**src/rtl/riscv_defines.sv**
```systemverilog
// ---------------------------------------------------------------------------
// riscv_defines
// Shared constants for the hardware-loop block and its neighbours:
//   HWLP_WE_*       bit positions inside the 3-bit hardware-loop write strobe
//   HWLP_REGID_W    width of the loop register-set index
//   CSR_HWLP*       CSR addresses of the hardware-loop registers (0x7B0-0x7B6)
// ---------------------------------------------------------------------------
package riscv_defines;

  localparam int unsigned HWLP_WE_START = 0;
  localparam int unsigned HWLP_WE_END   = 1;
  localparam int unsigned HWLP_WE_CNT   = 2;

  localparam int unsigned HWLP_REGID_W  = 1;

  localparam logic [11:0] CSR_HWLP0_START   = 12'h7B0;
  localparam logic [11:0] CSR_HWLP0_END     = 12'h7B1;
  localparam logic [11:0] CSR_HWLP0_COUNTER = 12'h7B2;
  localparam logic [11:0] CSR_HWLP1_START   = 12'h7B4;
  localparam logic [11:0] CSR_HWLP1_END     = 12'h7B5;
  localparam logic [11:0] CSR_HWLP1_COUNTER = 12'h7B6;

endpackage

```
**src/rtl/riscv_hwloop_regs_if.sv**
```systemverilog
// ---------------------------------------------------------------------------
// riscv_hwloop_regs_if
// CSR-side bus of the hardware-loop register file.
//   hwlp_data   write data
//   hwlp_regid  register set selected for the write
//   hwlp_we     one-hot write strobe (start / end / count)
//   hwlp_start  readback of all start addresses
//   hwlp_end    readback of all end addresses
//   hwlp_cnt    readback of all remaining iteration counts
// master: CSR block.  slave: hardware-loop register file.
// ---------------------------------------------------------------------------
interface riscv_hwloop_regs_if #(
  parameter int N_REGSETS = 2,
  parameter int RID_W     = 1
);

  logic [31:0]                 hwlp_data;
  logic [RID_W-1:0]            hwlp_regid;
  logic [2:0]                  hwlp_we;
  logic [N_REGSETS-1:0][31:0]  hwlp_start;
  logic [N_REGSETS-1:0][31:0]  hwlp_end;
  logic [N_REGSETS-1:0][31:0]  hwlp_cnt;

  modport master (
    output hwlp_data, hwlp_regid, hwlp_we,
    input  hwlp_start, hwlp_end, hwlp_cnt
  );

  modport slave (
    input  hwlp_data, hwlp_regid, hwlp_we,
    output hwlp_start, hwlp_end, hwlp_cnt
  );

endinterface

```
**src/rtl/riscv_hwloop_match.sv**
```systemverilog
// ---------------------------------------------------------------------------
// riscv_hwloop_match
// Per-set end-address compare and inner-loop-first priority encoder.
//   pc_id_i     PC of the instruction in ID
//   id_valid_i  ID instruction completes this cycle
//   end_i       end address of every set
//   cnt_i       remaining count of every set
//   sel_o       lowest-index matching set
//   match_o     some set matched (sel_o is meaningful)
//   jump_en_o   selected set still has iterations left after this one
// ---------------------------------------------------------------------------
module riscv_hwloop_match #(
  parameter int N_REGSETS = 2,
  parameter int RID_W     = 1
) (
  input  logic [31:0]                pc_id_i,
  input  logic                       id_valid_i,
  input  logic [N_REGSETS-1:0][31:0] end_i,
  input  logic [N_REGSETS-1:0][31:0] cnt_i,
  output logic [RID_W-1:0]           sel_o,
  output logic                       match_o,
  output logic                       jump_en_o
);

  // Scanning from the outermost set down lets the innermost match overwrite
  // any outer one, which gives set 0 priority.
  always_comb begin
    // NOTE: every output gets a default before the loop so no path leaves it
    // unassigned; without that a latch would be inferred.
    sel_o   = '0;
    match_o = 1'b0;
    for (int i = N_REGSETS - 1; i >= 0; i--) begin
      if (id_valid_i && (pc_id_i == end_i[i]) && (cnt_i[i] != 32'd0)) begin
        sel_o   = RID_W'(i);
        match_o = 1'b1;
      end
    end
  end

  // A count of exactly 1 is the last pass: fall through instead of jumping.
  assign jump_en_o = match_o && (cnt_i[sel_o] > 32'd1);

endmodule

```
**src/rtl/riscv_hwloop_regs.sv**
```systemverilog
// ---------------------------------------------------------------------------
// riscv_hwloop_regs
// Hardware-loop register file and end-of-loop controller.
//   clk, rst_n      clock, asynchronous active-low reset
//   csr_if          CSR write strobes/data in, start/end/count readback out
//   pc_id_i         PC of the instruction in ID
//   id_valid_i      ID instruction completes this cycle
//   hwlp_jump_o     zero-overhead branch request (combinational)
//   hwlp_target_o   branch target, the selected loop start (0 when idle)
//   hwlp_done_o     one-cycle loop-completed pulse per set; only present when
//                   HWLP_EVENT_COUNT_EN is defined
// ---------------------------------------------------------------------------
module riscv_hwloop_regs
  import riscv_defines::*;
#(
  parameter int N_REGSETS = 2,
  parameter int RID_W     = HWLP_REGID_W
) (
  input  logic                  clk,
  input  logic                  rst_n,
  riscv_hwloop_regs_if.slave    csr_if,
  input  logic [31:0]           pc_id_i,
  input  logic                  id_valid_i,
  output logic                  hwlp_jump_o,
  output logic [31:0]           hwlp_target_o
`ifdef HWLP_EVENT_COUNT_EN
  ,
  output logic [N_REGSETS-1:0]  hwlp_done_o
`endif
);

  logic [N_REGSETS-1:0][31:0] start_q, start_d;
  logic [N_REGSETS-1:0][31:0] end_q,   end_d;
  logic [N_REGSETS-1:0][31:0] cnt_q,   cnt_d;

  logic [RID_W-1:0] sel;
  logic             match;
  logic             jump_en;

  riscv_hwloop_match #(
    .N_REGSETS (N_REGSETS),
    .RID_W     (RID_W)
  ) u_match (
    .pc_id_i    (pc_id_i),
    .id_valid_i (id_valid_i),
    .end_i      (end_q),
    .cnt_i      (cnt_q),
    .sel_o      (sel),
    .match_o    (match),
    .jump_en_o  (jump_en)
  );

  // Decrement first, then let CSR writes overwrite, so a count write wins
  // over a same-cycle decrement. A regid with no matching set writes nothing.
  always_comb begin
    start_d = start_q;
    end_d   = end_q;
    cnt_d   = cnt_q;
    if (match) begin
      cnt_d[sel] = cnt_q[sel] - 32'd1;
    end
    for (int i = 0; i < N_REGSETS; i++) begin
      if (int'(csr_if.hwlp_regid) == i) begin
        if (csr_if.hwlp_we[HWLP_WE_START]) start_d[i] = {csr_if.hwlp_data[31:1], 1'b0};
        if (csr_if.hwlp_we[HWLP_WE_END])   end_d[i]   = {csr_if.hwlp_data[31:1], 1'b0};
        if (csr_if.hwlp_we[HWLP_WE_CNT])   cnt_d[i]   = csr_if.hwlp_data;
      end
    end
  end

  // NOTE: the register sets are a handful of flops, not a RAM, so they take
  // the asynchronous reset; a cleared count also disarms every loop.
  always_ff @(posedge clk or negedge rst_n) begin
    if (!rst_n) begin
      start_q <= '0;
      end_q   <= '0;
      cnt_q   <= '0;
    end else begin
      // NOTE: non-blocking assignments so all flops update from the same
      // pre-edge values.
      start_q <= start_d;
      end_q   <= end_d;
      cnt_q   <= cnt_d;
    end
  end

  assign csr_if.hwlp_start = start_q;
  assign csr_if.hwlp_end   = end_q;
  assign csr_if.hwlp_cnt   = cnt_q;

  // Jump decision uses the pre-write registers; during reset the counts are
  // cleared, so no set can match.
  assign hwlp_jump_o   = jump_en;
  assign hwlp_target_o = jump_en ? start_q[sel] : 32'd0;

`ifdef HWLP_EVENT_COUNT_EN
  logic [N_REGSETS-1:0] done_d, done_q;

  // Exit means the decrement really takes the count from 1 to 0; a count
  // write to the same set in that cycle cancels it.
  always_comb begin
    done_d = '0;
    if (match && (cnt_q[sel] == 32'd1) &&
        !(csr_if.hwlp_we[HWLP_WE_CNT] && (int'(csr_if.hwlp_regid) == int'(sel)))) begin
      done_d[sel] = 1'b1;
    end
  end

  always_ff @(posedge clk or negedge rst_n) begin
    if (!rst_n) done_q <= '0;
    else        done_q <= done_d;
  end

  assign hwlp_done_o = done_q;
`endif

endmodule

```
**src/flat_wrapper.sv**
```systemverilog
// flat-port wrapper written by rule: the top's interface ports become plain ports
module riscv_hwloop_regs_flat import riscv_defines::*;
#(
  parameter int N_REGSETS = 2,
  parameter int RID_W     = HWLP_REGID_W
)
  (clk, rst_n, pc_id_i, id_valid_i, hwlp_jump_o, hwlp_target_o, csr_if_hwlp_data, csr_if_hwlp_regid, csr_if_hwlp_we, csr_if_hwlp_start, csr_if_hwlp_end, csr_if_hwlp_cnt);
  riscv_hwloop_regs_if #(.N_REGSETS(N_REGSETS), .RID_W(RID_W)) csr_if_i ();
  input  logic clk;
  input  logic rst_n;
  input  logic [31:0] pc_id_i;
  input  logic id_valid_i;
  output logic hwlp_jump_o;
  output logic [31:0] hwlp_target_o;
  input wire logic [$bits(csr_if_i.hwlp_data)-1:0] csr_if_hwlp_data;
  input wire logic [$bits(csr_if_i.hwlp_regid)-1:0] csr_if_hwlp_regid;
  input wire logic [$bits(csr_if_i.hwlp_we)-1:0] csr_if_hwlp_we;
  output wire logic [$bits(csr_if_i.hwlp_start)-1:0] csr_if_hwlp_start;
  output wire logic [$bits(csr_if_i.hwlp_end)-1:0] csr_if_hwlp_end;
  output wire logic [$bits(csr_if_i.hwlp_cnt)-1:0] csr_if_hwlp_cnt;
  assign csr_if_i.hwlp_data = csr_if_hwlp_data;
  assign csr_if_i.hwlp_regid = csr_if_hwlp_regid;
  assign csr_if_i.hwlp_we = csr_if_hwlp_we;
  assign csr_if_hwlp_start = csr_if_i.hwlp_start;
  assign csr_if_hwlp_end = csr_if_i.hwlp_end;
  assign csr_if_hwlp_cnt = csr_if_i.hwlp_cnt;
  riscv_hwloop_regs #(.N_REGSETS(N_REGSETS), .RID_W(RID_W)) u_core (.clk(clk), .rst_n(rst_n), .csr_if(csr_if_i), .pc_id_i(pc_id_i), .id_valid_i(id_valid_i), .hwlp_jump_o(hwlp_jump_o), .hwlp_target_o(hwlp_target_o));
endmodule
```
**config.mk**
```make
export PLATFORM = sky130hd
export DESIGN_NAME = riscv_hwloop_regs_flat
export DESIGN_NICKNAME = d
export VERILOG_FILES = /design/src/rtl/riscv_defines.sv /design/src/rtl/riscv_hwloop_regs_if.sv /design/src/rtl/riscv_hwloop_match.sv /design/src/rtl/riscv_hwloop_regs.sv /design/src/flat_wrapper.sv
export SDC_FILE = /design/constraint.sdc
export NUM_CORES = 1
export LEC_CHECK = 0
export ABC_CLOCK_PERIOD_IN_PS = 6100
export BUFFER_PORTS_ARGS = -buffer_cell sky130_fd_sc_hd__buf_4
export CAP_MARGIN = 10
export CORE_MARGIN = 3
export CORE_UTILIZATION = 40
export DETAILED_ROUTE_END_ITERATION = 8
export PLACE_DENSITY_LB_ADDON = 0.2
export SLEW_MARGIN = 20
export SYNTH_ARGS = -nofsm -noshare
export SYNTH_HDL_FRONTEND = slang
export SYNTH_SLANG_ARGS = --single-unit
```
**constraint.sdc**
```tcl
create_clock -name clk -period 6.1 [get_ports clk]
set_clock_uncertainty 0.2 [all_clocks]
set_input_delay 0.305 -clock clk [delete_from_list [all_inputs] [get_ports clk]]
set_output_delay 0.305 -clock clk [all_outputs]
set_load 0.1 [all_outputs]
```
==> out/qor.log, run 1 <==
INFO  critical_path  setup.worst_path.start_class=register
INFO  hold_path      min-delay-path-class=primary input to register
INFO  logic_synthesis synthArstFlopShare=100%
INFO  critical_path  regToRegEndpoint=u_core.csr_if.hwlp_cnt[30]$_DFF_PN0_
INFO  critical_path  ff2ff_path_depth=15
INFO  finish         drive_gt1_share=41.9%
INFO  hold_path      worstHoldPathCells=3
INFO  critical_path  critical_path.cell_chain=or4_1 -> or4_1 -> or4_1 -> nor4_2 -> nor2_2 -> nand2_2 -> mux2i_1 -> inv_1 -> ha_1 -> nor2_1 -> nor3_1 -> a21oi_4 -> buf_6 -> a22o_1 -> buf_4
INFO  routing        via_per_instance_ratio=5.52
INFO  clock_tree     cts_buffer_depth=2
INFO  hold_path      hold_path_startpoint=csr_if_hwlp_data[15]
INFO  routing        ant_nets=0
INFO  clock_tree     cts_sinks=188
INFO  logic_synthesis synthDistinctLibCells=49
INFO  global_route   grt_pass1_wl=50500um
INFO  critical_path  critical_path.most_common_cell=sky130_fd_sc_hd__or4_1
INFO  pwr            report.power.total=4880uW
INFO  logic_synthesis post_synth.cell_area_avg=11.2squm
INFO  routing        detail_route_met2_wl=16000um
INFO  routing        wl_met3=2290um
INFO  hold_path      destination_of_the_worst_hold_path=u_core.csr_if.hwlp_cnt[15]$_DFF_PN0_
INFO  finish         design.final.nets=1221
INFO  critical_path  cpPeakStageDelay=0.61ns
INFO  timing         timing_max_transition_violations_final=0
INFO  status         run_status=finished, final reports clean
INFO  clock_tree     clock_tree_from_tritoncts=yes
INFO  logic_synthesis yosys.area_share.simple=15.6%
INFO  floorplan      num_io_pins=296
INFO  critical_path  beginning_of_the_worst_register_to_register_path=u_core.csr_if.hwlp_cnt[44]$_DFF_PN0_
INFO  logic_synthesis dominant_combinational_cell_family_by_area_after_synthesis=simple AND/OR/NAND/NOR gates
INFO  routing        drt_iter0_drc=597
INFO  timing         worst_hold_slack=0.0143ns
INFO  critical_path  timing_worst_setup_path_type=register to output port
INFO  routing        route.detailed.wl_per_inst=22.8um
INFO  routing        drtPass1Iterations=5
INFO  placement      place.detailed.instances=1420
INFO  routing        wl=33700um
INFO  critical_path  cp_slowest_cell=sky130_fd_sc_hd__or4_1
INFO  finish         layout-area-overhead-vs-synth=34.4%
INFO  floorplan      start_util=41.3%
INFO  clock_tree     clk_latency=0.43ns
INFO  placement      port-buffer-count=290
INFO  timing         max_slew_margin=35.8%
INFO  global_route   grt.overflow.total=0
INFO  clock_tree     cts_root_buf=sky130_fd_sc_hd__clkbuf_16
INFO  floorplan      std_cell_rows=55
INFO  run            cap_viol_max_count=0
INFO  finish         antenna_cells=0
INFO  global_route   grt_max_degree=118
INFO  timing         tightestPinTransition=0.963ns
INFO  logic_synthesis synth_seq_area_share=49.4%
INFO  global_route   grt_pass1_vias=8096
INFO  clock_tree     tritoncts.num_buffers=17
INFO  pwr            vdd_ir_drop_max=230uV
INFO  timing         setup-tns-final=0ns
INFO  clock_tree     cts.reportedPaths.clkPinSlew=0.07ns
INFO  routing        drc_errors=0
INFO  finish         final_core_area_utilization=55.6%
INFO  routing        wl_met1=14600um
INFO  logic_synthesis post_synth_xor_area_fraction=8.37%
INFO  placement      gp_weighted_congestion=0.889
INFO  routing        highest-signal-layer=met4
INFO  floorplan      core_region_area=0.0231sqmm
INFO  floorplan      die_w=160um
INFO  routing        detailroute.via_count=8136
INFO  finish         fillers=2049
INFO  timing         fin_crit_sh=95.2%
INFO  logic_synthesis ys.warnings.count=0
INFO  timing         report.final.hold_viol_count=0
INFO  finish         final-instance-count-excl-fill=1474
INFO  logic_synthesis synthCells=852
INFO  timing         setup_viol=0
INFO  logic_synthesis postSynth.topFlopCell=sky130_fd_sc_hd__dfrtp_1
INFO  critical_path  category_of_the_worst_setup_path_capture_point=output port
INFO  global_route   grt_antenna_before_repair=0
INFO  critical_path  regToRegSetupSlack=0.85ns
INFO  pwr            power.leakage=0.00538uW
INFO  pwr            power-per-cell-area=381mW/mm^2
INFO  floorplan      die_area=0.0257sqmm
INFO  critical_path  critPathArrivalTime=5.30ns
INFO  timing         fmax=0.172GHz
INFO  critical_path  worst_ep_required_time=5.59ns
INFO  critical_path  critical_path.max_fanout=22
INFO  timing         period_needed=5.81ns
INFO  clock_tree     clock_tree.htree_level_count=4
INFO  logic_synthesis fraction_of_the_mapped_netlist_area_in_compound_gates=9.05%
INFO  logic_synthesis ys_seq_elements=188
INFO  floorplan      dieHeight=160um
INFO  logic_synthesis synth_enable_flop_cells=0
INFO  logic_synthesis mappedNetlistArea=0.00953sqmm
INFO  placement      dp_hpwl=24500um
INFO  logic_synthesis post_synth_fa_ha_maj_area_fraction=0.263%
INFO  timing         rsz_0062_raised_after_global_routing=false
INFO  global_route   grtUsageTotal=25.8%
INFO  logic_synthesis muxShareOfSynthArea=14.9%
## cell usage after synthesis, drive strengths merged (13+ instances only)
cell    number  area (sq um)
dfrtp      188          4700
mux2       124          1400
xnor2       70           613
nand2       54           205
nand4       42           263
o21ai       42           210
nor2        41           156
or4         33           255
a22o        32           280
clkbuf      30           113
a31oi       21           131
or3         21           131
xor2        21           184
buf         19           109
nor4        19           134
nor3        14          70.1
o31ai       13          97.6
## stage by stage
step / setup WS [ns] / area (sq um)
floorplan: 0.371 / 9540
global placement: 0.867 / 12000
detailed placement: 0.636 / 12000
CTS: 0.143 / 12800
global route: 0.0142 / 12800
finish: 0.295 / 12800
## power breakdown
group          leakage [uW]  internal (uW)  switching [uW]
Sequential          0.00221           1420             197
Combinational       0.00289            473            1680
Clock              0.000280            548             557
## kinds of logic after synthesis
group | after synthesis
XOR/XNOR | 91
adder cells (fa/ha/maj) | 2
AO/OA/AOI/OAI | 129
buffers and inverters | 51
multiplexers | 126
AND/OR/NAND/NOR | 264
other | 1
flip-flops | 188
## layout by cell type (no fill, tap or decap), drive strengths merged, types with 5 or more instances in the layout
cell type / instances
nor2b: 5
a31oi: 21
o21ai: 42
nand3: 11
nand4: 42
nor2: 41
or4: 33
a21oi: 9
nor4: 19
a22o: 32
nor3: 14
buf: 299
inv: 10
dlygate4sd3: 22
or2: 11
nand2: 54
nand2b: 5
clkinv: 5
clkbuf: 18
o31ai: 13
xor2: 21
conb: 5
or3: 21
xnor2: 70
dfrtp: 188
o211ai: 6
mux2: 124
## critical path: cells and delay by family, from the launching register on
family / cells / cell delay (ns)
DFF: 1 / 0.44
adders and majority gates: 1 / 0.19
AOI/OAI and AO/OA: 2 / 0.58
muxes: 1 / 0.27
buffers and inverters: 3 / 0.64
and+or+nand+nor: 8 / 2.73
## worst max-delay path by stage
stage,from,endpoint,cells after the start
global route,u_core.csr_if.hwlp_cnt[44]$_DFF_PN0_,hwlp_target_o[10],15
detailed placement,u_core.csr_if.hwlp_cnt[44]$_DFF_PN0_,hwlp_target_o[10],15
CTS,u_core.csr_if.hwlp_cnt[44]$_DFF_PN0_,hwlp_target_o[10],15
floorplan,u_core.csr_if.hwlp_cnt[19]$_DFF_PN0_,hwlp_target_o[10],16
finish,u_core.csr_if.hwlp_cnt[44]$_DFF_PN0_,hwlp_target_o[8],15
global placement,u_core.csr_if.hwlp_cnt[44]$_DFF_PN0_,hwlp_target_o[15],15
## final cells by class
type / count / area, sq um / area share (%)
Multi-Input combinational cell: 617 / 4640 / 36.3
Inverter: 2 / 7.51 / 0.0586
Timing Repair Buffer: 322 / 2480 / 19.4
Clock inverter: 15 / 153 / 1.19
Sequential cell: 188 / 4700 / 36.7
Tap cell: 313 / 392 / 3.06
Clock buffer: 17 / 425 / 3.32
## repair_timing
item / in CTS / in global routing
hold buffers: 22 / 0
gates resized for setup: 0 / 4
endpoints found under the hold margin: 167 / 0
setup buffers: 0 / 0
endpoints found under the setup margin: 0 / 22
## per-layer routing
metal	GRT usage, %	vias to the layer above
met5	0	-
met4	7.46	0
met3	5.78	35
met2	41.4	304
met1	35.2	4061
li1	-	3736
## state kept, by name, indices dropped and copies added, names as in the netlist
signal / count
u_core.csr_if.hwlp_cnt: 64
u_core.csr_if.hwlp_end: 62
u_core.csr_if.hwlp_start: 62
(Power assumes the default switching activity.)
==> inputs of run 2 (changes only) <==
- ABC_AREA: default -> 1
- CORE_MARGIN: 3 -> default
==> run 2 against run 1 <==
  * Worst setup slack improved by 0.37 ns
  * Largest cell class is now multi-input gates
  * Sequential power about the same
  * Synthesized area increased by 18%
  * Largest power group unchanged
  * Non-clock buffer count increased by 12
  * Via count increased by 46%
  * Die area increased by 12%
  * Clock power about the same
  * Critical path depth increased by 2
  * Worst hold slack improved by 0.041 ns
  * Maximum frequency increased by 6.8%
  * Critical path type unchanged
==> out/qor.log, run 2 <==
INFO  logic_synthesis synthTopCellsByCount=sky130_fd_sc_hd__nand2_1, sky130_fd_sc_hd__nor2_1, sky130_fd_sc_hd__dfrtp_1, sky130_fd_sc_hd__inv_1, sky130_fd_sc_hd__o21ai_0
INFO  global_route   grt_antenna_before_repair=0
INFO  critical_path  regToRegSetupSlack=1.44ns
INFO  clock_tree     tritoncts.num_buffers=17
INFO  logic_synthesis ys.warnings.count=0
INFO  clock_tree     cts_post_setup_buffers_inserted=0
INFO  pwr            power_switching=2460uW
INFO  finish         layout_commonest_cell=sky130_fd_sc_hd__nand2_1
INFO  floorplan      die_area=0.0288sqmm
INFO  finish         fin_area=0.0146sqmm
INFO  pwr            clkPwrFrac=22.6%
INFO  clock_tree     cts_sinks=188
INFO  pwr            netSwitchingFraction=50.2%
INFO  logic_synthesis post_synth.cell_area_avg=6.83squm
INFO  floorplan      num_io_pins=296
INFO  hold_path      worstHoldPathCells=3
INFO  routing        route.detailed.wl_per_inst=19.4um
INFO  critical_path  cp_slowest_cell=sky130_fd_sc_hd__dfrtp_1
INFO  critical_path  critPathArrivalTime=4.93ns
INFO  logic_synthesis mappedNetlistArea=0.0112sqmm
INFO  finish         fillers=2842
INFO  routing        wl=45200um
INFO  timing         setup_viol=0
INFO  clock_tree     clock_tree_from_tritoncts=yes
INFO  logic_synthesis synth_largest_area_cell=sky130_fd_sc_hd__dfrtp_1
INFO  status         run_status=finished, final reports clean
INFO  routing        drc_errors=0
INFO  timing         period_needed=5.44ns
INFO  timing         report.final.hold_viol_count=0
INFO  logic_synthesis ys_seq_elements=188
INFO  critical_path  regToRegEndpoint=u_core.csr_if.hwlp_cnt[26]$_DFF_PN0_
INFO  hold_path      hold_path_startpoint=csr_if_hwlp_data[7]
INFO  critical_path  category_of_the_worst_setup_path_capture_point=output port
INFO  routing        drtPass1Iterations=6
INFO  timing         rsz_0062_raised_after_global_routing=false
INFO  critical_path  worst_ep_required_time=5.59ns
INFO  logic_synthesis synth_enable_flop_cells=0
INFO  global_route   grt_pass1_wl=66800um
INFO  critical_path  cpLargestDelayFamily=simple AND/OR/NAND/NOR gates
INFO  timing         timing_max_transition_violations_final=0
INFO  placement      port-buffer-count=290
INFO  run            cap_viol_max_count=0
INFO  hold_path      destination_of_the_worst_hold_path=u_core.csr_if.hwlp_cnt[7]$_DFF_PN0_
INFO  routing        via_per_instance_ratio=5.07
INFO  logic_synthesis synthDistinctLibCells=37
INFO  global_route   grt.overflow.total=0
INFO  clock_tree     clock_tree.htree_level_count=4
INFO  placement      dp_hpwl=35200um
INFO  routing        drt_iter0_drc=890
INFO  finish         largest_register_ff_count=64
INFO  floorplan      die_w=170um
INFO  logic_synthesis postSynth.topFlopCell=sky130_fd_sc_hd__dfrtp_1
INFO  placement      gp_weighted_congestion=0.941
INFO  pwr            p_int=2440uW
INFO  routing        ant_nets=0
INFO  clock_tree     cts_root_buf=sky130_fd_sc_hd__clkbuf_16
INFO  global_route   grt_max_degree=118
INFO  logic_synthesis synthDominantCellAreaShare=41.8%
INFO  pwr            power_frac_comb=44.6%
INFO  floorplan      start_util=40.6%
INFO  finish         final-seq-area=0.00470sqmm
INFO  clock_tree     cts_buffer_depth=2
INFO  critical_path  beginning_of_the_worst_register_to_register_path=u_core.csr_if.hwlp_cnt[19]$_DFF_PN0_
INFO  finish         drive_gt1_share=19.8%
INFO  finish         layout-area-overhead-vs-synth=29.9%
INFO  logic_synthesis yosys.cell_count.top_type=sky130_fd_sc_hd__nand2_1
INFO  timing         max_slew_margin=29.9%
INFO  critical_path  timing_worst_setup_path_type=register to output port
INFO  timing         tightestPinTransition=1.05ns
INFO  clock_tree     cts.reportedPaths.clkPinSlew=0.07ns
INFO  critical_path  critical_path.max_fanout=36
INFO  critical_path  critical_path.cell_chain=inv_1 -> nand4_1 -> nor2_1 -> nand2_1 -> nor2_1 -> nor2_1 -> nand2_2 -> nand2_4 -> buf_4 -> o21ai_1 -> nand2_1 -> nor3_1 -> nand3b_1 -> o21ai_2 -> buf_4 -> nor2_1 -> buf_4
INFO  timing         fin_crit_sh=89.1%
INFO  timing         fmax=0.184GHz
INFO  critical_path  cpPeakStageDelay=0.41ns
INFO  clock_tree     cts_repair_resize_count=0
INFO  hold_path      min-delay-path-class=primary input to register
INFO  routing        detailroute.via_count=11800
INFO  critical_path  setup.worst_path.start_class=register
INFO  pwr            pwr-share-seq=32.7%
INFO  critical_path  critical_path.most_common_cell=sky130_fd_sc_hd__nor2_1
INFO  logic_synthesis synthCells=1646
INFO  logic_synthesis synth_seq_area_share=41.8%
INFO  critical_path  number_of_buffers_and_inverters_on_the_critical_path=4
INFO  timing         setup-tns-final=0ns
INFO  finish         layout.cells.most_common_list=sky130_fd_sc_hd__nand2_1, sky130_fd_sc_hd__buf_4, sky130_fd_sc_hd__nor2_1, sky130_fd_sc_hd__dfrtp_1, sky130_fd_sc_hd__inv_1
INFO  global_route   grtUsageTotal=31.5%
INFO  floorplan      core_region_area=0.0277sqmm
INFO  pwr            power-per-cell-area=335mW/mm^2
INFO  logic_synthesis synthArstFlopShare=100%
INFO  global_route   grt_pass1_vias=11000
INFO  pwr            power.leakage=0.00782uW
INFO  placement      post_dp_cell_area=0.0137sqmm
INFO  finish         multi_input_area=0.00553sqmm
INFO  pwr            vdd_ir_drop_max=153uV
INFO  critical_path  ff2ff_path_depth=19
INFO  floorplan      dieHeight=170um
INFO  clock_tree     clk_latency=0.44ns
INFO  finish         design.final.nets=2016
INFO  logic_synthesis synthTopCellsByArea=sky130_fd_sc_hd__dfrtp_1, sky130_fd_sc_hd__nand2_1, sky130_fd_sc_hd__o21ai_0, sky130_fd_sc_hd__nor2_1, sky130_fd_sc_hd__inv_1
INFO  floorplan      std_cell_rows=61
INFO  pwr            report.power.total=4900uW
[run 2: what timing repair did]
item                                    4_1_cts  5_1_grt
endpoints found under the setup margin        0        0
hold buffers                                 31        0
endpoints found under the hold margin       155        0
[run 2: worst max-delay path by stage]
stage	end	from	cells after the start	slack, ns
finish	hwlp_target_o[26]	u_core.csr_if.hwlp_cnt[19]$_DFF_PN0_	17	0.66
global route	hwlp_target_o[16]	u_core.csr_if.hwlp_cnt[19]$_DFF_PN0_	20	0.34
CTS	hwlp_target_o[28]	u_core.csr_if.hwlp_cnt[19]$_DFF_PN0_	17	0.78
detailed placement	hwlp_target_o[15]	u_core.csr_if.hwlp_cnt[19]$_DFF_PN0_	17	1.28
global placement	hwlp_target_o[18]	u_core.csr_if.hwlp_cnt[19]$_DFF_PN0_	17	1.31
floorplan	hwlp_target_o[22]	u_core.csr_if.hwlp_end[36]$_DFFE_PN0P_	22	1.22
[run 2: kinds of logic after synthesis]
logic type,after synthesis,share of synthesized area (%)
multiplexers,31,2.76
AND/OR/NAND/NOR,860,30.8
XOR/XNOR,29,2.26
other,1,0.0333
flip-flops,188,41.8
adder cells (fa/ha/maj),2,0.222
buffers and inverters,258,9.26
AO/OA/AOI/OAI,277,12.8
[run 2: layout make-up]
class                   instances  area share (%)
multi-input cells            1204            37.8
flip-flops and latches        188            32.2
repair buffers                334            17.7
inverters                     198            5.09
well taps                     378            3.24
clock buffers                  21            3.15
clock inverters                11           0.745
diodes                          2          0.0342
[run 2: layer usage]
layer  share of wire [%]  routed length, um  GRT usage, %  vias up
met2                  47              21200          52.0      446
met4                 2.0                894          8.42        0
met5                   0                  0             0        -
li1                    -                  -             -     5742
met1                  45              20400          43.4     5598
met3                 5.9               2660          3.94       57
[run 2: stage by stage]
step | hold WS, ns | setup slack, ns | util, % | cells
2_1_floorplan | -0.191 | 1.22 | - | 1650
3_3_place_gp | 0.295 | 1.31 | 49.5 | 2271
3_5_place_dp | 0.296 | 1.28 | 49.5 | 2271
4_1_cts | 0.0441 | 0.775 | 52.7 | 2334
5_1_grt | 0.0714 | 0.341 | 52.7 | 2334
6_report | 0.0555 | 0.663 | 52.7 | 2336
[run 2: worst register-to-register path, stage by stage, from the launching register on]
cell and delay, ns:
sky130_fd_sc_hd__dfrtp_1 0.41, sky130_fd_sc_hd__inv_1 0.15, sky130_fd_sc_hd__nand4_1 0.11, sky130_fd_sc_hd__nor2_1 0.16
sky130_fd_sc_hd__nand2_1 0.12, sky130_fd_sc_hd__nor2_1 0.32, sky130_fd_sc_hd__nor2_1 0.11, sky130_fd_sc_hd__nand2_2 0.40
sky130_fd_sc_hd__nand2_4 0.40, sky130_fd_sc_hd__o21ai_2 0.33, sky130_fd_sc_hd__ha_1 0.25, sky130_fd_sc_hd__inv_1 0.10
sky130_fd_sc_hd__nor2_2 0.23, sky130_fd_sc_hd__nand3_1 0.29, sky130_fd_sc_hd__nor2_1 0.45, sky130_fd_sc_hd__nand2_1 0.11
sky130_fd_sc_hd__nand2_1 0.07, sky130_fd_sc_hd__nand2_1 0.06, sky130_fd_sc_hd__o21ai_1 0.19, sky130_fd_sc_hd__nand2_1 0.08
[run 2: power groups by stage]
stage,Combinational [uW],Clock (uW),Sequential [uW]
after floorplan,483,0,2710
after global placement,2160,0,1620
after detailed placement,2170,0,1620
after CTS,2190,1120,1600
after global routing,2300,1180,1620
final,2190,1110,1600
